$ cat src/rtl/imm_pkg.sv
`default_nettype none
// ============================================================================
//  Module      : imm_pkg
//  Description : Shared types and constants for the immediate generator:
//                the immediate-format select encoding and FIFO sizing.
//                Optional feature macro: IMM_GEN_RVC_EN (compressed formats).
//  Revision    : 1.0  initial release
// ============================================================================
package imm_pkg;

    // Depth of the output skid FIFO
    localparam int IMM_FIFO_DEPTH = 2;

    // Widest supported immediate; the decoder always builds this width
    localparam int XLEN_MAX = 64;

    // Immediate format select; codes not listed here are reserved
    typedef enum logic [3:0] {
        IMM_I     = 4'd0,
        IMM_S     = 4'd1,
        IMM_B     = 4'd2,
        IMM_U     = 4'd3,
        IMM_J     = 4'd4,
        IMM_SHAMT = 4'd5,
        IMM_ZIMM  = 4'd6,
        IMM_CI    = 4'd8,
        IMM_CB    = 4'd9,
        IMM_CJ    = 4'd10
    } imm_src_e;

endpackage : imm_pkg
`default_nettype wire

$ cat src/rtl/imm_gen_core.sv
`default_nettype none
// ============================================================================
//  Module      : imm_gen_core
//  Description : Purely combinational immediate decode. Extracts and
//                sign/zero-extends the immediate selected by imm_src and
//                flags reserved or disabled selects (imm forced to zero).
//                Optional feature macro: IMM_GEN_RVC_EN enables the
//                compressed CI/CB/CJ formats (codes 8-10).
//  Revision    : 1.0  initial release
// ============================================================================
module imm_gen_core
    import imm_pkg::*;
#(
    parameter int XLEN = 32
) (
    input  logic [31:0]      instr,
    input  imm_src_e         imm_src,
    output logic [XLEN-1:0]  imm,
    output logic             illegal
);

    // Full-width immediate before trimming to XLEN
    logic [XLEN_MAX-1:0] w_full;
    // Zero-extended shift amount; field width depends on XLEN
    logic [5:0]          w_shamt;
    // Bits that some configurations never look at
    logic                w_unused;

    generate
        if (XLEN == 64) begin : g_shamt64
            assign w_shamt = instr[25:20];
        end else begin : g_shamt32
            assign w_shamt = {1'b0, instr[24:20]};
        end
    endgenerate

    // Format select: build the extended immediate at full width
    always_comb begin
        w_full  = '0;
        illegal = 1'b0;
        case (imm_src)
            IMM_I:     w_full = {{52{instr[31]}}, instr[31:20]};
            IMM_S:     w_full = {{52{instr[31]}}, instr[31:25], instr[11:7]};
            IMM_B:     w_full = {{51{instr[31]}}, instr[31], instr[7],
                                 instr[30:25], instr[11:8], 1'b0};
            // U-type sign-extends from bit 31 when XLEN is 64
            IMM_U:     w_full = {{32{instr[31]}}, instr[31:12], 12'h000};
            IMM_J:     w_full = {{43{instr[31]}}, instr[31], instr[19:12],
                                 instr[20], instr[30:21], 1'b0};
            IMM_SHAMT: w_full = {58'd0, w_shamt};
            IMM_ZIMM:  w_full = {59'd0, instr[19:15]};
`ifdef IMM_GEN_RVC_EN
            IMM_CI:    w_full = {{58{instr[12]}}, instr[12], instr[6:2]};
            IMM_CB:    w_full = {{55{instr[12]}}, instr[12], instr[6:5], instr[2],
                                 instr[11:10], instr[4:3], 1'b0};
            IMM_CJ:    w_full = {{52{instr[12]}}, instr[12], instr[8], instr[10:9],
                                 instr[6], instr[7], instr[2], instr[11],
                                 instr[5:3], 1'b0};
`endif
            default: begin
                w_full  = '0;
                illegal = 1'b1;
            end
        endcase
    end

    assign imm = w_full[XLEN-1:0];

    // Opcode/quadrant bits and the upper half at XLEN=32 carry no immediate
    assign w_unused = &{1'b0, instr[6:0], w_full};

endmodule : imm_gen_core
`default_nettype wire

$ cat src/rtl/imm_gen_pipe.sv
`default_nettype none
// ============================================================================
//  Module      : imm_gen_pipe
//  Description : Registered immediate generator with valid/ready handshakes.
//                Decodes on input, stores the result in a 2-entry skid FIFO
//                (head entry drives out_*, second entry catches the item
//                accepted while the head is stalled). in_ready is registered.
//                Optional feature macro: IMM_GEN_RVC_EN (see imm_gen_core).
//  Revision    : 1.0  initial release
// ============================================================================
module imm_gen_pipe
    import imm_pkg::*;
#(
    parameter int XLEN  = 32,
    parameter int TAG_W = 5
) (
    input  logic              clk,
    input  logic              rst_n,
    input  logic              in_valid,
    output logic              in_ready,
    input  logic [31:0]       in_instr,
    input  logic [3:0]        in_imm_src,
    input  logic [TAG_W-1:0]  in_tag,
    output logic              out_valid,
    input  logic              out_ready,
    output logic [XLEN-1:0]   out_imm,
    output logic [TAG_W-1:0]  out_tag,
    output logic              out_illegal
);

    // Entry layout: {illegal, tag, imm}
    localparam int         c_ent_w = XLEN + TAG_W + 1;
    localparam logic [1:0] c_depth = 2'(IMM_FIFO_DEPTH);

    logic [XLEN-1:0]    w_dec_imm;
    logic               w_dec_ill;
    logic [c_ent_w-1:0] w_new_ent;

    logic [c_ent_w-1:0] r_head;
    logic [c_ent_w-1:0] r_skid;
    logic               r_head_vld;
    logic               r_skid_vld;
    logic               r_in_ready;

    logic [c_ent_w-1:0] w_head_nxt;
    logic [c_ent_w-1:0] w_skid_nxt;
    logic               w_head_vld_nxt;
    logic               w_skid_vld_nxt;
    logic [1:0]         w_cnt_nxt;
    logic               w_in_ready_nxt;

    logic               w_push;
    logic               w_pop;

    imm_gen_core #(
        .XLEN    (XLEN)
    ) u_core (
        .instr   (in_instr),
        .imm_src (imm_src_e'(in_imm_src)),
        .imm     (w_dec_imm),
        .illegal (w_dec_ill)
    );

    assign w_new_ent = {w_dec_ill, in_tag, w_dec_imm};
    assign w_push    = in_valid && r_in_ready;
    assign w_pop     = r_head_vld && out_ready;

    // FIFO next state: pop advances the second entry to head, then a push
    // lands in the first free slot so order is preserved
    always_comb begin
        w_head_nxt     = r_head;
        w_skid_nxt     = r_skid;
        w_head_vld_nxt = r_head_vld;
        w_skid_vld_nxt = r_skid_vld;
        if (w_pop) begin
            w_head_vld_nxt = r_skid_vld;
            w_skid_vld_nxt = 1'b0;
            if (r_skid_vld) begin
                w_head_nxt = r_skid;
            end
        end
        if (w_push) begin
            if (!w_head_vld_nxt) begin
                w_head_nxt     = w_new_ent;
                w_head_vld_nxt = 1'b1;
            end else begin
                w_skid_nxt     = w_new_ent;
                w_skid_vld_nxt = 1'b1;
            end
        end
        w_cnt_nxt      = {1'b0, w_head_vld_nxt} + {1'b0, w_skid_vld_nxt};
        w_in_ready_nxt = (w_cnt_nxt < c_depth);
    end

    // FIFO storage and registered ready; reset empties everything
    always_ff @(posedge clk or negedge rst_n) begin
        if (!rst_n) begin
            r_head     <= '0;
            r_skid     <= '0;
            r_head_vld <= 1'b0;
            r_skid_vld <= 1'b0;
            r_in_ready <= 1'b0;
        end else begin
            r_head     <= w_head_nxt;
            r_skid     <= w_skid_nxt;
            r_head_vld <= w_head_vld_nxt;
            r_skid_vld <= w_skid_vld_nxt;
            r_in_ready <= w_in_ready_nxt;
        end
    end

    assign in_ready    = r_in_ready;
    assign out_valid   = r_head_vld;
    assign out_imm     = r_head[XLEN-1:0];
    assign out_tag     = r_head[XLEN +: TAG_W];
    assign out_illegal = r_head[c_ent_w-1];

endmodule : imm_gen_pipe
`default_nettype wire

$ cat config.mk
export PLATFORM = sky130hd
export DESIGN_NAME = imm_gen_pipe
export DESIGN_NICKNAME = d
export VERILOG_FILES = /design/src/rtl/imm_pkg.sv /design/src/rtl/imm_gen_core.sv /design/src/rtl/imm_gen_pipe.sv
export SDC_FILE = /design/constraint.sdc
export NUM_CORES = 1
export LEC_CHECK = 0
export CAP_MARGIN = 10
export CORE_MARGIN = 5
export CORE_UTILIZATION = 45
export CTS_BUF_LIST = sky130_fd_sc_hd__clkbuf_2
export CTS_CLUSTER_SIZE = 25
export DETAILED_ROUTE_END_ITERATION = 12
export GPL_TIMING_DRIVEN = 1
export PLACE_DENSITY = 0.73
export SETUP_SLACK_MARGIN = 0.05
export SYNTH_ARGS = -nofsm -noshare
export SYNTH_HDL_FRONTEND = slang
export SYNTH_HIERARCHICAL = 1
export SYNTH_SLANG_ARGS = --single-unit
$ cat constraint.sdc
create_clock -name clk -period 3.25 [get_ports clk]
set_input_delay 0.325 -clock clk [delete_from_list [all_inputs] [get_ports clk]]
set_output_delay 0.325 -clock clk [all_outputs]
set_load 0.01 [all_outputs]
Yosys cells after proc, flatten, opt, wreduce, memory -nomap -nowiden
Cells that the tools add are included.
- reduce and logical (&&, ||, !) cells: 5
- add/subtract/negate cells: 1
- magnitude comparators: 1
- multiplexer cells: 11
- eq/ne operators: 6
- operators with widths (kind ; count):
    $pmux W32 S7 ; 1
    $mux W38 ; 4
    $eq A4 B3 Y1 const B ; 3
    $eq A4 B2 Y1 const B ; 2
    $reduce_or A7 Y1 ; 1
    $mux W1 ; 6
    $eq A4 B1 Y1 const B ; 1
    $logic_not A4 Y1 ; 1
    $add A1 B1 Y2 ; 1
    $logic_and A1 B1 Y1 ; 2
    $lt A2 B2 Y1 const B ; 1
    $reduce_and A2 Y1 ; 1
- register bits: 79
- bits of input ports: 45
- word-level logic and storage cells: 29
- output and inout bits: 40

Longest topological paths before layout
Gate-level depths: netlist of run 1.
- word-level depth: 6
- mapped depth: 6
- gate-level depth less buffers: 4

Hierarchy
Netlist of run 1, hierarchy kept.
- modules (own cells, without submodules) (module ; times used ; seq. area each (um^2) ; cells each ; area an instance (um^2)):
    imm_gen_pipe ; 1 ; 1976.9 ; 225 ; 3270.6
    imm_gen_core ; 1 ; 0.0 ; 68 ; 516.7

Worst setup path before layout of run 1
No wires, ideal clock.
- kind: register -> register
- start: register r_head_vld (netlist: out_valid)
- end: register r_skid[28]
- arrival time: 1.471 ns
- cell stages (with the launch flop): 6
- library setup time: 0.125 ns
- path slack: 1.654 ns
- path buffers: 2
- period minus slack after synthesis: 1.596 ns
- required time: 3.125 ns
- cell sequence: dfrtp_1 -> inv_1 -> or3_4 -> buf_6 -> buf_6 -> mux2_4
- cells in the longest elaborated chain, start to end: 3
- ends and longest elaborated chain (item ; line ; source):
    start: declaration ; imm_gen_pipe.sv:41 ; logic r_head_vld;
    start signal: assignment ; imm_gen_pipe.sv:106 ; r_head_vld <= w_head_vld_nxt;
    $logic_and A1 B1 Y1 ; imm_gen_pipe.sv:66 ; assign w_pop = r_head_vld && out_ready;
    $mux W1 * ; imm_gen_pipe.sv:75 ; if (w_pop) begin
    $reduce_and A2 Y1 (no source line) * ; n/a ;
    end signal: assignment ; imm_gen_pipe.sv:105 ; r_skid <= w_skid_nxt;
    end: declaration ; imm_gen_pipe.sv:40 ; logic [c_ent_w-1:0] r_skid;
Mark *: on every way between the ends. The rest lies on a longest branch, timed or not.
A chain may end at the register's enable or synchronous reset.

Worst setup path in the final report of run 1
- start: register r_head_vld (netlist: out_valid)
- end: register r_head[11]
- cells in the longest elaborated chain, start to end: 4
- elaborated cells between the ends (all ways): 5
- those cells by class: mux (4); reduce/logical (1)
- ends and longest elaborated chain (item ; line ; source):
    $logic_and A1 B1 Y1 ; imm_gen_pipe.sv:66 ;
    $mux W38 / $mux W1 (equally long branches) ; imm_gen_pipe.sv:75 ;
    $mux W38 ; imm_gen_pipe.sv:83 ; if (!w_head_vld_nxt) begin
    $mux W38 * ; imm_gen_pipe.sv:82 ; if (w_push) begin
    net w_head_nxt[11] ; imm_gen_pipe.sv:45 ; logic [c_ent_w-1:0] w_head_nxt;
    end signal: assignment ; imm_gen_pipe.sv:104 ; r_head <= w_head_nxt;
    end: declaration ; imm_gen_pipe.sv:39 ; logic [c_ent_w-1:0] r_head;
The timed path passes the listed nets; every way through them passes the cells marked *.

==> summary.md, run 1 <==
| Metric | Value |
|---|---|
| Period utilization | 58.6% |
| RD Place Congestion | 0.823 |
| Peak supply drop | 321 uV |
| Outcome | complete, no violations |
| Insertion delay to the later sink of the worst-skew pair | 520 ps |
| Total CTS buffers | 9 |
| Peak Freq | 525 MHz |
| Clk buf depth | 2 |
| Fill cells | 721 |
| I/O pin cnt | 85 |
| Min-delay worst type | in2reg |
| Final Hold Viols | 0 |
| Yosys cell types | 37 |
| Ant. Diodes | 0 |
| Initial DRC Count | 110 |
| Postcts setup bufs | 0 |
| Die width | 102 um |
| Register area share after synthesis | 52.2% |
| Post-synth ARST share | 100% |
| Power per Cell Area | 881 nW/um^2 |
| Vias per cell | 5.70 |
| Final ANT Viol Nets | 0 |
| Avg WL per Cell | 18.7 um |
| RSZ-0062 raised after global routing | false |
| Die area | 10,400 um^2 |
| Top FF cell, synth | dfrtp_1 |
| Via Count | 2,690 |
| Pin count of the biggest net entering global routing | 80 |
| DRT Pass-1 Iters | 4 |
| Synth-to-Final Area Change | 25.0% |
| Final setup fails | 0 |
| Sink Count | 79 |
| R2R depth | 3 |
| Setup ws final | 1350 ps |
| PostCTS Resize Cnt | 0 |
| Crit path launch | out_valid$_DFF_PN0_ |
| Yosys reg bits | 79 |
| CTS tree | yes |
| Worst Clk Skew | 22.4 ps |
| CTS root buf | clkbuf_2 |
| Multi-input combinational cell area | 1680 um^2 |
| Fin nets | 407 |
| Hold Path Stages | 2 |
| Worst EP required | 3710 ps |
| Worst R2R End | r_head[11]$_DFF_PN0_ |
| DRC | 0 |
| First-pass GRT wire length | 15,100 um |
| Crit Reg-Reg Startpoint | out_valid$_DFF_PN0_ |
| Chip height | 102 um |
| Syn Inst Count | 293 |
| Register area | 1980 um^2 |
| Site Rows | 33 |
| Share of layout cells above drive strength 1 | 39.2% |
| Final Max Tran Viols | 0 |
| Initial Util | 46.1% |
| Vias in the first global route | 2,930 |
| Data arrival, critical path | 2370 ps |
| Overflow after GRT | 0 |
| Clock Pin Slew Worst Setup and Hold Paths | 240 ps |
| H-tree depth | 3 |
| Slew Limit Headroom | 24.3% |
| Final setup TNS | 0 ps |
| CP endpoint kind | flip-flop |
| Hold path endpoint | r_skid[34]$_DFFE_PN0P_ |
| Placeable Area | 8220 um^2 |
| Post-synth net total | 338 |
| Crit path launch type | flip-flop |
| Hold-fix buffers, CTS | 1 |
| Post-synth EDFFs | 0 |
| Max-Cap Viols | 0 |
| CP Class | reg2reg |
| Tot GR Track Use | 18.6% |
| Worst slack at placement | 927 ps |
| Worst-margin pin slew | 1130 ps |
| Initial antenna violation count | 0 |
| Detailed Place HPWL | 5700 um |
| Mapped cell area | 3790 um^2 |
| Port Buffers | 77 |
| Static Leakage | 2.15 nW |
| Avg Inst Size Synth | 12.9 um^2 |
| Worst Path Max Fanout | 38 |
| Drt total wl | 8820 um |
| Ys Warns | 6 |
| R2R Setup Slk | 1350 ps |
| Tmin final | 1900 ps |
| Min-delay src | in_tag[2] |
## registers in the layout (all words and copies together) (netlist names)
signal      count
r_head         38
in_ready        1
r_skid_vld      1
r_skid         38
out_valid       1
## layer usage
metal  part of all wire [%]  GRT usage [%]  up-vias
met4                   0.95           4.50        0
li1                       -              -     1219
met2                     47           29.7       84
met3                    6.2           4.82       11
met1                     46           25.4     1376
met5                      0              0        -
## Yosys cell counts, types with 4 or more instances
cell type,number,share of area [%]
dfrtp_1,79,52
buf_1,4,0.40
a221o_1,4,1.1
o221a_2,38,11
a21o_1,19,3.8
or2_2,38,6.3
clkbuf_1,7,0.69
mux2_4,9,3.6
inv_1,6,0.59
buf_6,4,1.2
mux2_2,30,8.9
buf_2,5,0.66
and2_1,11,1.8
nand2_1,7,0.69
## layout make-up
cell class | instances | area share [%]
clock buffer | 9 | 0.952
timing repair buffer | 81 | 16.9
tap | 105 | 2.78
sequential | 79 | 41.8
inverter | 6 | 0.476
multi-input combinational | 185 | 35.4
clock inverter | 7 | 1.69
## worst max-delay path, stage by stage, from the launching register on
cell	delay (ps)
dfrtp_1	480
inv_1	120
o21ai_4	890
o221a_2	340
## stage by stage
step                      power [mW]  util, %  area, um^2  std cells  hold WS, ps
after global routing            4.46     57.6        4730        472          348
after detailed placement        3.66     56.0        4600        455          487
final                           4.17     57.6        4730        472          429
after floorplan                 2.82        -        3790        293         29.4
after CTS                       4.22     57.6        4730        472          383
after global placement          3.60     56.0        4600        455          479
## kinds of logic (layout without fill, tap and decap cells)
kind of cell | count (synthesis) | count (layout) | synth area share [%]
AOI/OAI and AO/OA | 71 | 71 | 18.0
xor gates and xnor gates | 1 | 1 | 0.231
adders and majority gates | 2 | 2 | 0.562
buffers and inverters | 29 | 103 | 4.13
DFF | 79 | 79 | 52.2
muxes | 39 | 39 | 12.5
and+or+nand+nor | 72 | 72 | 12.4
## where the power goes
part / switching (mW) / internal [mW] / total, mW
combinational: 0.731 / 1.15 / 1.88
clock: 0.368 / 0.187 / 0.555
sequential: 0.265 / 1.47 / 1.73
## cells in the final DEF (no fill, tap or decap), types with 7 or more instances in the layout
| cell type | instances |
|---|---|
| nand2_1 | 7 |
| and2_1 | 11 |
| dfrtp_1 | 79 |
| o221a_2 | 38 |
| mux2_2 | 30 |
| a21o_1 | 19 |
| clkdlybuf4s50_1 | 76 |
| mux2_4 | 9 |
| clkbuf_2 | 9 |
| or2_2 | 38 |
## worst max-delay path by stage
stage | endpoint | slack (ps) | cells past startpoint
2_1_floorplan | r_skid[28]$_DFFE_PN0P_ | 1650 | 5
3_3_place_gp | r_head[11]$_DFF_PN0_ | 930 | 4
3_5_place_dp | r_skid[4]$_DFFE_PN0P_ | 930 | 4
4_1_cts | r_head[10]$_DFF_PN0_ | 1300 | 3
5_1_grt | r_head[10]$_DFF_PN0_ | 1150 | 3
6_report | r_head[11]$_DFF_PN0_ | 1350 | 3
Note: power is estimated with default switching activity, not from simulation.
==> run 2: changes to the inputs <==
PLACE_DENSITY = 0.75   (was 0.73)
clock period = 1.7 ns   (was 3.25 ns; I/O delays follow)
==> run 2 against run 1 <==
Against the previous run: total power rose by 98%; routed wire length is 13% higher; register-to-register slack worse by 1300 ps; non-clock buffer count grew 38; clock power is 72% higher; critical path type unchanged; critical endpoint is now r_skid[3]$_DFFE_PN0P_; highest routed layer unchanged.
==> summary.md, run 2 (synthesis results as in run 1) <==
| Metric | Value |
|---|---|
| Outcome | complete, no violations |
| Initial Util | 46.1% (unchanged) |
| Most frequent cells in the layout | dfrtp_1, dlygate4sd2_1, or2_2, o221a_2, clkdlybuf4s50_1 |
| CP endpoint kind | flip-flop |
| RD Place Congestion | 0.817 (-0.73%) |
| Fin nets | 446 (+9.6%) |
| First-pass GRT wire length | 16,000 um (+6.3%) |
| Pin count of the biggest net entering global routing | 39 (-51%) |
| Worst Path Max Fanout | 12 (-68%) |
| Worst-margin pin slew | 654 ps (-478 ps) |
| Worst R2R End | r_skid[3]$_DFFE_PN0P_ |
| Drt total wl | 9960 um (+13%) |
| Share of layout cells above drive strength 1 | 45.3% (+6.1 points) |
| Total CTS buffers | 9 (unchanged) |
| Worst Clk Skew | 32.5 ps (+10.2 ps) |
| Port Buffers | 77 (unchanged) |
| Critical path, cell by cell | nand2_4, buf_6, or3_4, clkbuf_16, mux2_2 |
| Clock Pin Slew Worst Setup and Hold Paths | 260 ps (+20 ps) |
| Max-Cap Viols | 0 (unchanged) |
| CTS root buf | clkbuf_2 |
| Detailed Place HPWL | 6340 um (+11%) |
| Data arrival, critical path | 2140 ps (-230 ps) |
| H-tree depth | 3 (unchanged) |
| Overflow after GRT | 0 (unchanged) |
| Initial antenna violation count | 0 (unchanged) |
| Setup ws final | 16.3 ps (-1330 ps) |
| Initial DRC Count | 114 (+3.6%) |
| Placeable Area | 8220 um^2 (unchanged) |
| Ant. Diodes | 0 (unchanged) |
| Static Leakage | 2.44 nW (+13%) |
| Tmin final | 1680 ps (-221 ps) |
| Vias per cell | 5.63 (-1.1%) |
| Power per Cell Area | 1610 nW/um^2 (+83%) |
| R2R depth | 5 (+2) |
| Fill cells | 672 (-6.8%) |
| Vias in the first global route | 3,156 (+7.7%) |
| Synth-to-Final Area Change | 35.0% |
| RSZ-0062 raised after global routing | true |
| Chip height | 102 um (unchanged) |
| Worst slack at placement | -430 ps (-1360 ps) |
| Slew Limit Headroom | 56.3% (+32 points) |
| Avg WL per Cell | 19.5 um (+4.4%) |
| Final ANT Viol Nets | 0 (unchanged) |
| Peak supply drop | 721 uV (+120%) |
| Site Rows | 33 (unchanged) |
| DRT Pass-1 Iters | 4 (unchanged) |
| Insertion delay to the later sink of the worst-skew pair | 550 ps (+30 ps) |
| Min-delay worst type | in2async |
| Crit-path max cell delay | 460 ps (-430 ps) |
| DRC | 0 (unchanged) |
| Final Hold Viols | 0 (unchanged) |
| Clk buf depth | 2 (unchanged) |
| CTS tree | yes |
| Die width | 102 um (unchanged) |
| Period utilization | 99.0% (+40 points) |
| Via Count | 2,879 (+7.0%) |
| Tot GR Track Use | 20.0% (+1.4 points) |
| Biggest regs | r_head x38, r_skid x38 |
| Sink Count | 79 (unchanged) |
| I/O pin cnt | 85 (unchanged) |
| Crit path launch type | flip-flop |
| CP Class | reg2reg |
| Crit Reg-Reg Startpoint | in_ready$_DFF_PN0_ |
| Die area | 10,400 um^2 (unchanged) |
| Worst EP required | 2150 ps (-1560 ps) |
| CP max stage cell | dfrtp_1 |
| Final Max Tran Viols | 0 (unchanged) |
| Peak Freq | 594 MHz (+13%) |
| R2R Setup Slk | 20 ps (-1330 ps) |
| Total power | 8.24 mW (+98%) |
| Commonest non-fill, non-tap cell in the layout | dfrtp_1 |
| Final setup fails | 0 (unchanged) |
## run 2: what timing repair did
action	CTS	global route
setup endpoints to repair	81	47
endpoints found under the hold margin	79	0
gates resized for setup	43	2
hold buffers	1	0
setup buffers	16	2
gates cloned	1	2
pin swaps	0	2
## run 2: metal layers
| layer | global-route usage, % | part of all wire (%) | vias up |
|---|---|---|---|
| li1 | - | - | 1305 |
| met1 | 26.8 | 45 | 1461 |
| met2 | 32.0 | 48 | 101 |
| met3 | 6.20 | 6.9 | 12 |
| met4 | 4.60 | 0.97 | 0 |
| met5 | 0 | 0 | - |
## run 2: how the worst max path moves through the flow
stage	endpoint	start	cells past startpoint
2_1_floorplan	r_skid[28]$_DFFE_PN0P_	out_valid$_DFF_PN0_	5
6_report	r_skid[3]$_DFFE_PN0P_	in_ready$_DFF_PN0_	5
5_1_grt	r_skid[31]$_DFFE_PN0P_	in_ready$_DFF_PN0_	5
3_5_place_dp	r_head[18]$_DFF_PN0_	in_valid	4
4_1_cts	r_skid[31]$_DFFE_PN0P_	out_valid$_DFF_PN0_	5
3_3_place_gp	r_head[1]$_DFF_PN0_	in_valid	4
## run 2: final cells by class
| type | instances | area [um^2] | share of cell area (%) |
|---|---|---|---|
| repair buffers | 119 | 1180 | 23.0 |
| inverters | 6 | 22.5 | 0.440 |
| well taps | 105 | 131 | 2.57 |
| clock inverters | 7 | 61.3 | 1.20 |
| flip-flops and latches | 79 | 1980 | 38.7 |
| clock buffers | 9 | 45.0 | 0.881 |
| multi-input cells | 186 | 1700 | 33.3 |
## run 2: report_power, final
group	internal, mW	switching [mW]	total (mW)
logic	2.38	1.63	4.01
clock network	0.221	0.736	0.957
registers	2.80	0.472	3.27
total	5.40	2.84	8.24
## run 2: per-stage QoR
step                setup TNS (ps)  hold slack (ps)  instance area [um^2]  util [%]  std cells
floorplan                        0             -126                  3790         -        293
global route                  -151             2.09                  5110      62.2        511
global placement            -20220              113                  4820      58.7        473
detailed placement          -23420              115                  4820      58.7        473
CTS                              0             4.80                  5030      61.2        507
finish                           0             27.4                  5110      62.2        511
## run 2: worst max-delay path: cells and delay by family (launching register included)
kind | cells | cell delay, ps
AND/OR/NAND/NOR | 2 | 550
flip-flops | 1 | 460
buffers and inverters | 2 | 330
multiplexers | 1 | 270
==> run 3: changes to the inputs <==
CORE_MARGIN = 1.5   (was 5)
SLEW_MARGIN = 20   (was default)
==> run 3 against run 2 <==
Against the previous run: fmax increased by 2.4%; via count increased by 2.1%; critical path depth did not move; sequential share of layout area fell by 0.63 points; combinational power up 2%; critical endpoint is now r_skid[10]$_DFFE_PN0P_; largest cell class unchanged; largest power group unchanged.
==> summary.md, run 3 (synthesis results as in run 1) <==
| Metric | Value |
|---|---|
| Outcome | complete, no violations |
| Pin count of the biggest net entering global routing | 43 (+10%) |
| Placed cell count | 481 (+1.7%) |
| Share of layout cells above drive strength 1 | 47.2% (+1.9 points) |
| Final ANT Viol Nets | 0 (unchanged) |
| Data arrival, critical path | 2090 ps (-50 ps) |
| Site Rows | 33 (unchanged) |
| CP Class | reg2reg |
| Fin nets | 457 (+2.5%) |
| Commonest non-fill, non-tap cell in the layout | dfrtp_1 |
| CTS tree | yes |
| Avg WL per Cell | 19.1 um (-1.8%) |
| H-tree depth | 3 (unchanged) |
| Chip height | 94.7 um (-6.9%) |
| Worst EP required | 2140 ps (about the same) |
| R2R depth | 5 (unchanged) |
| Worst hold slack | 83.3 ps (+56.0 ps) |
| Total CTS buffers | 9 (unchanged) |
| Crit path launch type | flip-flop |
| Peak supply drop | 861 uV (+19%) |
| DRC | 0 (unchanged) |
| Final instance area | 5200 um^2 (+1.7%) |
| Min-delay worst type | in2async |
| Worst slack at placement | -365 ps (+65.0 ps) |
| Ant. Diodes | 0 (unchanged) |
| Tot GR Track Use | 23.5% (+3.5 points) |
| CP endpoint kind | flip-flop |
| Die area | 8980 um^2 (-13%) |
| Synth-to-Final Area Change | 37.3% |
| Clk buf depth | 2 (unchanged) |
| Vias in the first global route | 3,032 (-3.9%) |
| Clock Pin Slew Worst Setup and Hold Paths | 240 ps (-20 ps) |
| Power per Cell Area | 1630 nW/um^2 (+1.0%) |
| R2R Setup Slk | 60 ps (+40 ps) |
| Worst Clk Skew | 21.0 ps (-11.5 ps) |
| I/O pin cnt | 85 (unchanged) |
| Setup ws final | 55.2 ps (+38.9 ps) |
| Via Count | 2,939 (+2.1%) |
| RSZ-0062 raised after global routing | true |
| Placeable Area | 8180 um^2 (-0.50%) |
| Period utilization | 96.8% (-2.3 points) |
| Tmin final | 1640 ps (-38.9 ps) |
| Final Hold Viols | 0 (unchanged) |
| Crit Reg-Reg Startpoint | out_valid$_DFF_PN0_ |
| Max-Cap Viols | 0 (unchanged) |
| Drt total wl | 9990 um (+0.28%) |
| Port Buffers | 77 (unchanged) |
| Slew Limit Headroom | 65.9% (+9.6 points) |
| Fill cells | 673 (+0.15%) |
| Worst R2R End | r_skid[10]$_DFFE_PN0P_ |
| Non-Filler Instances | 522 (+2.2%) |
| Worst Path Max Fanout | 12 (unchanged) |
| Vias per cell | 5.63 (about the same) |
| Worst-margin pin slew | 509 ps (-145 ps) |
| Initial DRC Count | 107 (-6.1%) |
| CP endpoint | r_skid[10]$_DFFE_PN0P_ |
| Insertion delay to the later sink of the worst-skew pair | 540 ps (about the same) |
| Die width | 94.7 um (-6.9%) |
| Overflow after GRT | 0 (unchanged) |
| Initial antenna violation count | 0 (unchanged) |
| Initial Util | 46.3% (+0.23 points) |
| Sink Count | 79 (unchanged) |
| Biggest regs | r_head x38, r_skid x38 |
| Static Leakage | 2.49 nW (+2.3%) |
| Peak Freq | 608 MHz (+2.4%) |
| CTS root buf | clkbuf_2 |
| Final setup fails | 0 (unchanged) |
| Most frequent cells in the layout | dfrtp_1, buf_4, dlygate4sd2_1 |
| Final Max Tran Viols | 0 (unchanged) |
| DP Area | 4860 um^2 (+0.73%) |
| Crit path launch | out_valid$_DFF_PN0_ |
| Detailed Place HPWL | 6270 um (-1.1%) |
| RD Place Congestion | 0.790 (-3.3%) |
| Final setup TNS | 0 ps (unchanged) |
| DRT Pass-1 Iters | 4 (unchanged) |
| First-pass GRT wire length | 15,600 um (-2.5%) |
[run 3: final cells by class]
cell class / instances / area, um^2 / area share, %
Multi-Input combinational cell: 186 / 1710 / 32.9
Inverter: 6 / 22.5 / 0.433
Clock buffer: 9 / 45.0 / 0.866
Tap cell: 105 / 131 / 2.53
Clock inverter: 7 / 81.3 / 1.56
Timing Repair Buffer: 130 / 1230 / 23.7
Sequential cell: 79 / 1980 / 38.0
[run 3: per-layer routing]
metal / global-route usage (%) / up-vias / part of all wire (%)
met2: 40.2 / 91 / 49
met4: 4.48 / 0 / 0.99
li1: - / 1327 / -
met3: 6.92 / 9 / 5.7
met5: 0 / - / 0
met1: 29.6 / 1512 / 44
[run 3: worst max-delay path, stage by stage, from the launching register on]
cell,delay [ps]
dfrtp_1,410
buf_4,110
inv_1,70
or3_4,460
clkbuf_16,210
mux2_2,280
[run 3: worst min-delay path by stage]
stage	startpoint	end	slack, ps
global placement	rst_n	r_head[10]$_DFF_PN0_	170
global route	rst_n	r_skid[7]$_DFFE_PN0P_	70
finish	rst_n	in_ready$_DFF_PN0_	80
floorplan	rst_n	in_ready$_DFF_PN0_	-130
detailed placement	rst_n	in_ready$_DFF_PN0_	170
CTS	rst_n	r_head[35]$_DFF_PN0_	60
[run 3: where the power goes]
group	switching, mW	internal (mW)	leakage [nW]
clock network	0.722	0.358	0.0731
logic	1.65	2.45	1.45
registers	0.482	2.80	0.970
[run 3: timing repair]
item	CTS	global route
pin swaps	4	0
setup endpoints to repair	97	30
cloned	1	1
hold endpoints to repair	79	0
gates resized for setup	47	1
hold buffers	1	0
buffers inserted	19	3
[run 3: metrics by stage]
| step | util [%] | power (mW) |
|---|---|---|
| finish | 63.6 | 8.46 |
| global placement | 59.4 | 7.05 |
| CTS | 62.8 | 8.40 |
| floorplan | - | 5.39 |
| detailed placement | 59.4 | 7.21 |
| global route | 63.6 | 8.98 |
